### config.mk
export PLATFORM = sky130hd
export DESIGN_NAME = adc_scan_scheduler
export DESIGN_NICKNAME = d
export VERILOG_FILES = /design/src/rtl/adc_scan_scheduler.sv
export SDC_FILE = /design/constraint.sdc
export NUM_CORES = 1
export LEC_CHECK = 0
export ABC_AREA = 1
export CAP_MARGIN = 20
export CORE_MARGIN = 8
export CORE_UTILIZATION = 40
export CTS_BUF_LIST = sky130_fd_sc_hd__clkbuf_16
export CTS_CLUSTER_DIAMETER = 150
export DETAILED_ROUTE_END_ITERATION = 12
export PLACE_DENSITY = 0.73
export SYNTH_ARGS = -nofsm -noshare
export SYNTH_HDL_FRONTEND = slang
export SYNTH_SLANG_ARGS = --single-unit
### constraint.sdc
create_clock -name clk -period 4.15 [get_ports clk]
set_input_delay 0.415 -clock clk [delete_from_list [all_inputs] [get_ports clk]]
set_output_delay 0.415 -clock clk [all_outputs]
set_load 0.03 [all_outputs]
### src/rtl/adc_scan_scheduler.sv
// ADC scan scheduler: sequences one-at-a-time conversions over the enabled
// channels in ascending order, on a periodic timer or on a single request.
// Ports:
//   clk, rst                 clock, async active-high reset
//   scan_enable, single_scan periodic enable level, one-shot request pulse
//   ch_mask, err_clear       channel enables, sticky-error clear pulse
//   conv_start, conv_ch      conversion request pulse and channel
//   conv_done, conv_data     conversion completion pulse and result
//   ch_data, ch_valid        per-channel results and valid flags
//   scan_done, scan_count    end-of-scan pulse, wrapping scan counter
//   busy, scan_pending       FSM active, request queued
//   timeout_err, err_ch      sticky timeout flag, last timed-out channel
module adc_scan_scheduler #(
    parameter int NUM_CH       = 4,
    parameter int CH_W         = 2,
    parameter int DATA_W       = 16,
    parameter int SCAN_PERIOD  = 10000,
    parameter int CONV_TIMEOUT = 255
) (
    input  logic                     clk,
    input  logic                     rst,
    input  logic                     scan_enable,
    input  logic                     single_scan,
    input  logic [NUM_CH-1:0]        ch_mask,
    input  logic                     err_clear,
    output logic                     conv_start,
    output logic [CH_W-1:0]          conv_ch,
    input  logic                     conv_done,
    input  logic [DATA_W-1:0]        conv_data,
    output logic [NUM_CH*DATA_W-1:0] ch_data,
    output logic [NUM_CH-1:0]        ch_valid,
    output logic                     scan_done,
    output logic [7:0]               scan_count,
    output logic                     busy,
    output logic                     scan_pending,
    output logic                     timeout_err,
    output logic [CH_W-1:0]          err_ch
);

    localparam int PER_W = $clog2(SCAN_PERIOD);
    localparam int TO_W  = $clog2(CONV_TIMEOUT + 1);
    localparam logic [PER_W-1:0] PER_LAST = PER_W'(SCAN_PERIOD - 1);
    localparam logic [TO_W-1:0]  TO_LAST  = TO_W'(CONV_TIMEOUT);

    typedef enum logic [2:0] {
        S_IDLE,
        S_ISSUE,
        S_WAIT,
        S_NEXT,
        S_DONE
    } state_t;

    state_t                   r_state, w_state_nxt;
    logic [PER_W-1:0]         r_period, w_period_nxt;
    logic                     w_period_wrap;
    logic                     r_pending, w_pend_nxt, w_pend_take;
    logic [NUM_CH-1:0]        r_snap, w_snap_nxt;
    logic [TO_W-1:0]          r_to_cnt, w_to_nxt;
    logic                     r_conv_start, w_start_nxt;
    logic [CH_W-1:0]          r_conv_ch, w_ch_nxt;
    logic [NUM_CH*DATA_W-1:0] r_ch_data, w_data_nxt;
    logic [NUM_CH-1:0]        r_ch_valid, w_valid_nxt;
    logic                     r_scan_done, w_done_nxt;
    logic [7:0]               r_scan_count, w_cnt_nxt;
    logic                     r_timeout_err, w_err_nxt;
    logic [CH_W-1:0]          r_err_ch, w_errch_nxt;
    logic [CH_W-1:0]          w_lowest;
    logic [CH_W-1:0]          w_above;
    logic                     w_has_above;

    // Lowest enabled channel in the live mask (used at snapshot time).
    always_comb begin
        w_lowest = '0;
        for (int i = NUM_CH - 1; i >= 0; i--) begin
            if (ch_mask[i]) w_lowest = CH_W'(i);
        end
    end

    // Next enabled channel above the current one in the snapshot.
    always_comb begin
        w_above     = '0;
        w_has_above = 1'b0;
        for (int i = NUM_CH - 1; i >= 0; i--) begin
            if (r_snap[i] && i > int'(r_conv_ch)) begin
                w_above     = CH_W'(i);
                w_has_above = 1'b1;
            end
        end
    end

    always_comb begin
        w_period_wrap = 1'b0;
        w_period_nxt  = '0;
        if (scan_enable) begin
            if (r_period == PER_LAST) w_period_wrap = 1'b1;
            else w_period_nxt = r_period + PER_W'(1);
        end
    end

    always_comb begin
        w_state_nxt = r_state;
        w_pend_take = 1'b0;
        w_snap_nxt  = r_snap;
        w_to_nxt    = r_to_cnt;
        w_start_nxt = 1'b0;
        w_ch_nxt    = r_conv_ch;
        w_data_nxt  = r_ch_data;
        w_valid_nxt = r_ch_valid;
        w_done_nxt  = 1'b0;
        w_cnt_nxt   = r_scan_count;
        w_err_nxt   = r_timeout_err & ~err_clear;
        w_errch_nxt = r_err_ch;
        case (r_state)
            S_IDLE: begin
                if (r_pending) begin
                    w_pend_take = 1'b1;
                    w_snap_nxt  = ch_mask;
                    if (ch_mask != '0) begin
                        w_ch_nxt    = w_lowest;
                        w_state_nxt = S_ISSUE;
                    end
                end
            end
            S_ISSUE: begin
                w_start_nxt = 1'b1;
                w_to_nxt    = '0;
                w_state_nxt = S_WAIT;
            end
            S_WAIT: begin
                // A completion in the timeout cycle still counts as success.
                if (conv_done) begin
                    w_data_nxt[int'(r_conv_ch)*DATA_W +: DATA_W] = conv_data;
                    w_valid_nxt[r_conv_ch] = 1'b1;
                    w_state_nxt = S_NEXT;
                end else if (r_to_cnt == TO_LAST) begin
                    w_err_nxt              = 1'b1;
                    w_errch_nxt            = r_conv_ch;
                    w_valid_nxt[r_conv_ch] = 1'b0;
                    w_state_nxt            = S_NEXT;
                end else begin
                    w_to_nxt = r_to_cnt + TO_W'(1);
                end
            end
            S_NEXT: begin
                if (w_has_above) begin
                    w_ch_nxt    = w_above;
                    w_state_nxt = S_ISSUE;
                end else begin
                    w_state_nxt = S_DONE;
                end
            end
            S_DONE: begin
                w_done_nxt  = 1'b1;
                w_cnt_nxt   = r_scan_count + 8'd1;
                w_state_nxt = S_IDLE;
            end
            default: w_state_nxt = S_IDLE;
        endcase
    end

    // A new request in the same cycle the old one is taken stays queued.
    assign w_pend_nxt = (r_pending & ~w_pend_take) | single_scan
                        | w_period_wrap;

    always_ff @(posedge clk or posedge rst) begin
        if (rst) begin
            r_state       <= S_IDLE;
            r_period      <= '0;
            r_pending     <= 1'b0;
            r_snap        <= '0;
            r_to_cnt      <= '0;
            r_conv_start  <= 1'b0;
            r_conv_ch     <= '0;
            r_ch_data     <= '0;
            r_ch_valid    <= '0;
            r_scan_done   <= 1'b0;
            r_scan_count  <= '0;
            r_timeout_err <= 1'b0;
            r_err_ch      <= '0;
        end else begin
            r_state       <= w_state_nxt;
            r_period      <= w_period_nxt;
            r_pending     <= w_pend_nxt;
            r_snap        <= w_snap_nxt;
            r_to_cnt      <= w_to_nxt;
            r_conv_start  <= w_start_nxt;
            r_conv_ch     <= w_ch_nxt;
            r_ch_data     <= w_data_nxt;
            r_ch_valid    <= w_valid_nxt;
            r_scan_done   <= w_done_nxt;
            r_scan_count  <= w_cnt_nxt;
            r_timeout_err <= w_err_nxt;
            r_err_ch      <= w_errch_nxt;
        end
    end

    assign conv_start   = r_conv_start;
    assign conv_ch      = r_conv_ch;
    assign ch_data      = r_ch_data;
    assign ch_valid     = r_ch_valid;
    assign scan_done    = r_scan_done;
    assign scan_count   = r_scan_count;
    assign busy         = (r_state != S_IDLE);
    assign scan_pending = r_pending;
    assign timeout_err  = r_timeout_err;
    assign err_ch       = r_err_ch;

endmodule

### After elaboration in Yosys (flattened, before gate mapping)

Cells that the tools add are included.
W data, S select, Z words.

* bits in registers: 113
* input port bits: 26
* output and inout port bits: 85
* logic and storage cells: 102

* $add $sub $neg: 4
* order comparisons: 5
* equality and inequality tests: 12
* shift-type cells: 2
* mux-type cells: 39
* bitwise gates (word level): 10
* reduce and logical (&&, ||, !) cells: 17

Operator list (count)
* $bwmux W64: 1
* $shift A16 B33 Y64 const A: 1
* $shiftx A16 B33 Y64: 1
* $neg A6 Y33: 1
* $mux W14: 2
* $mux W2: 10
* $add A8 B1 Y8 const B: 2
* $mux W8: 2
* $pmux W8 S2: 1
* $mux W3: 5
* $add A14 B1 Y14 const B: 1
* $eq A14 B14 Y1 const B: 1
* $mux W1: 13
* $pmux W3 S4: 1
* $ne A2 B2 Y1 const B: 5
* $reduce_and A3 Y1: 3
* $eq A8 B8 Y1 const B: 1
* $mux W4: 2
* $eq A3 B2 Y1 const B: 2
* $reduce_and A2 Y1: 3
* $reduce_bool A2 Y1: 3
* $and A4 B4 Y4: 1
* $gt A2 B2 Y1 const A: 2
* $logic_and A1 B1 Y1: 4
* other kinds (17): 21

### Logic depth before layout (Yosys ltp)

* word-level depth: 8
* mapped depth: 10

### Least setup slack after synthesis

No wires, ideal clock.

* kind: flip-flop to flip-flop
* start point: register r_conv_ch[0], in the netlist conv_ch[0]
* end point: register r_ch_data[32], in the netlist ch_data[32]
* data arrival time: 1.969 ns
* required time: 4.084 ns
* path slack: 2.115 ns
* stages on the path, launching flop included: 9
* path through: dfrtp_1 > inv_1 > ha_1 > buf_4 > nand2_1 > nor2_1 > buf_4 > nand3_1 > nand2_1

* cells in the longest elaborated chain, start to end: 3
* elaborated cells on any way between the ends: 4

RTL lines
* from (decl): RTL line 60 `logic [CH_W-1:0] r_conv_ch, w_ch_nxt;`
* from (signal assigned): RTL line 187 `r_conv_ch <= w_ch_nxt;`
* $neg A6 Y33 (*): RTL line 132 `w_data_nxt[int'(r_conv_ch)*DATA_W +: DATA_W] = conv_data;`
* $shiftx A16 B33 Y64 or $shift A16 B33 Y64 (tied branches): RTL line 132
* $bwmux W64 (*): RTL line 132
* to (signal assigned): RTL line 188 `r_ch_data <= w_data_nxt;`
* to (decl): RTL line 61 `logic [NUM_CH*DATA_W-1:0] r_ch_data, w_data_nxt;`

Every way passes the cells marked *; elsewhere a longest branch is shown, timed or not.
A chain may end at the register's enable or synchronous reset.

### Worst setup path after layout

* start point: register r_conv_ch[0], in the netlist conv_ch[0]
* end point: register r_ch_data[44], in the netlist ch_data[44]

The elaborated chain is that of the path after synthesis.

==> metrics.txt <==
status finished, final reports clean; vias per std cell between 4 and 5; R2R Path Start conv_ch[0]; CP Data Required Time 4.44 ns; vias in the first global route approximately 4400; dpl ws roughly 1.5 ns; DRT antenna net count 0; hold slack approximately 0.48 ns; # hold bufs at CTS 0; Worst Tran Pin Value between 1 and 1.5 ns; GP Congestion between 0.8 and 0.9; crit path max-delay cell type nor2_1; Worst-path clk slew 0.08 ns; DRT Wirelength roughly 14 mm; Final Setup Violations 0; GRT Overall Usage 0.160; Worst EP arrival ~3.0 ns; dpl cell area 6730 µm²; CP delay by family, top simple AND/OR/NAND/NOR gates; initial antenna violation count 0; Setup Buffers After CTS 0; Clock Skew around 0.0094 ns; Primary FF master, synth dfrtp_1; sequential-to-total area share from yosys stat 0.506; HPWL Detailed 10.5 mm; power per cell area roughly 610 nW/µm²; Yosys warning count 0; filler cell count around 1300; vias approximately 4500; Ports 111; starting density of the core 0.403; Post-synth ARST share 1.00; pin count of the biggest net entering global routing 45; Yosys top cell by area dfrtp_1; CTS tree built; area grow syn2layout 26.7%; Post-synth EDFFs 0; fin crit period 2.70 ns; R2R cell count 6; sequential cell area ~2800 µm²; DIE WIDTH about 130 µm; first-pass GRT wire length 23.0 mm; Final Hold Violating Endpoints 0; PortBufs 110; Commonest cells post-synth nand2_1, dfrtp_1, nand3_1; Synth top area share 0.506; share of layout cells above drive strength 1 0.101; initial detailed-routing violation count 396; Crit. End Element flop; multi-input logic area ~2400 µm²; routed wire length per instance about 15 µm; Core ar. between 10000 and 15000 µm²; synthesized flop and latch total between 100 and 150; Synth cell types 34; MaxCap Viol Count 0; Critical Path Fanout Max 18; DRC viols 0; final setup TNS 0 ns; die footprint 17900 µm²; peak supply drop between 0.3 and 0.4 mV; diode count 0; CP max stage delay 0.77 ns; Num CTS Buffers 9; FP Rows 43; fin crit share 0.652; post-CTS sizing 0; Synthesized Nets 681; cell count after synthesis roughly 640; critical path class reg -> reg; fin worst setup slack ~1.4 ns; nets@finish 785; Critical Path Most Common Cell nand2_1; Synth area leaders dfrtp_1, nand2_1, nand3_1, o21ai_2, nor2_1; Final Util 0.511; type of origin of the critical path flop; clk root buf clkbuf_16; H-tree levels 3; gr ovfl total 0; number of detailed-route iterations in the first pass 4; LEAKAGE approximately 0.0033 µW; post-route cell area 7010 µm²; Worst R2R End ch_data[44]; Avg Cell Area, Syn approximately 8.6 µm²; Clock Latency Late Sink between 0.3 and 0.4 ns; highest clock rate roughly 370 MHz; die height between 100 and 150 µm; worst hold-check path type in -> async; Post-Syn Area 5530 µm²; Longest Clk Path Bufs 2; clock sinks 112; RSZ-0062 raised after global routing no; Slew Viols, Final 0; Buf+Inv Stages, Crit Path 1; cell with the most instances after synthesis nand2_1; internal reg-to-reg setup slack 1.45 ns; headroom to the max-slew limit 0.326; cells along the critical path inv_1 > ha_1 > nand2_1 > nor2_1 > nand3_1 > nand2_1
-- flip-flops by register name (all words and copies together) (netlist names), named ones only --
| register | count |
|---|---|
| r_period | 14 |
| timeout_err | 1 |
| conv_start | 1 |
| err_ch | 2 |
| r_snap | 3 |
| r_state | 3 |
| conv_ch | 2 |
| r_to_cnt | 8 |
| ch_data | 64 |
| scan_count | 8 |
| scan_done | 1 |
| scan_pending | 1 |
-- worst register-to-register path, delay by kind of cell (launching register included) --
kind	cells	cell delay, ns
DFF	1	0.69
and+or+nand+nor	4	1.18
buffers and inverters	1	0.23
adders and majority gates	1	0.55
-- metrics by stage --
| stage | cells | power [µW] |
|---|---|---|
| 2_1_floorplan | 644 | 2750 |
| 3_3_place_gp | 917 | 3420 |
| 3_5_place_dp | 917 | 3430 |
| 4_1_cts | 933 | 4280 |
| 5_1_grt | 933 | 4510 |
| 6_report | 933 | 4240 |
-- metal layers --
layer	track usage	vias up	routed length, µm
li1	-	2280	-
met5	0	-	0
met3	0.0380	28	942
met4	0.0749	0	302
met2	0.242	130	6560
met1	0.213	2109	6530
-- power by group --
part	total (µW)	leakage [µW]	switching (µW)	internal, µW
Combinational	1880	0.00165	1240	633
Clock	834	0.000140	419	416
Sequential	1530	0.00151	200	1330
Total	4240	0.00330	1860	2380
-- worst max-delay path by stage --
stage | end | slack (ns) | cells past startpoint | from
3_3_place_gp | ch_data[39] | 1.55 | 6 | conv_ch[0]
6_report | ch_data[44] | 1.45 | 6 | conv_ch[0]
3_5_place_dp | ch_data[41] | 1.51 | 6 | conv_ch[0]
4_1_cts | ch_data[40] | 1.49 | 6 | conv_ch[0]
5_1_grt | ch_data[44] | 1.13 | 6 | conv_ch[0]
2_1_floorplan | asynchronous set/reset pin | 0.78 | 1 | rst
-- placed cells by master, fill, tap and decap left out, types with 2 or more instances in the layout --
cell             count
clkinv_1             2
ha_1                11
a21oi_1              2
xnor2_1              3
nand2_4              2
inv_8                2
buf_4                2
xor2_1              10
nor2_8               2
o21bai_1             2
clkdlybuf4s50_1    110
clkbuf_16            9
nor3_1               5
nor3_2               2
inv_6                4
o21ai_2             32
nand3b_1             4
nand3_1             68
nor3b_1              2
inv_2                3
nand2_1            194
nor2_1              52
nand4_1              6
inv_1               48
nand2_2             11
dfrtp_1            112
o21ai_0             35
o21ai_1             11
-- final cells by class --
class                   instances  area share
clock buffers                   9      0.0321
clock inverters                 7     0.00767
inverters                      55      0.0316
multi-input cells             458       0.337
flip-flops and latches        112       0.400
well taps                     180      0.0321
repair buffers                112       0.159
-- cells by family (layout without fill, tap and decap cells) --
logic type,Yosys count,count (layout),share of synthesized area
and+or+nand+nor,351,351,0.284
adders and majority gates,11,11,0.0249
xor gates and xnor gates,13,13,0.0206
AOI/OAI and AO/OA,83,83,0.0983
buffers and inverters,74,183,0.0660
DFF,112,112,0.506
Power figures use the tool's default switching activity.
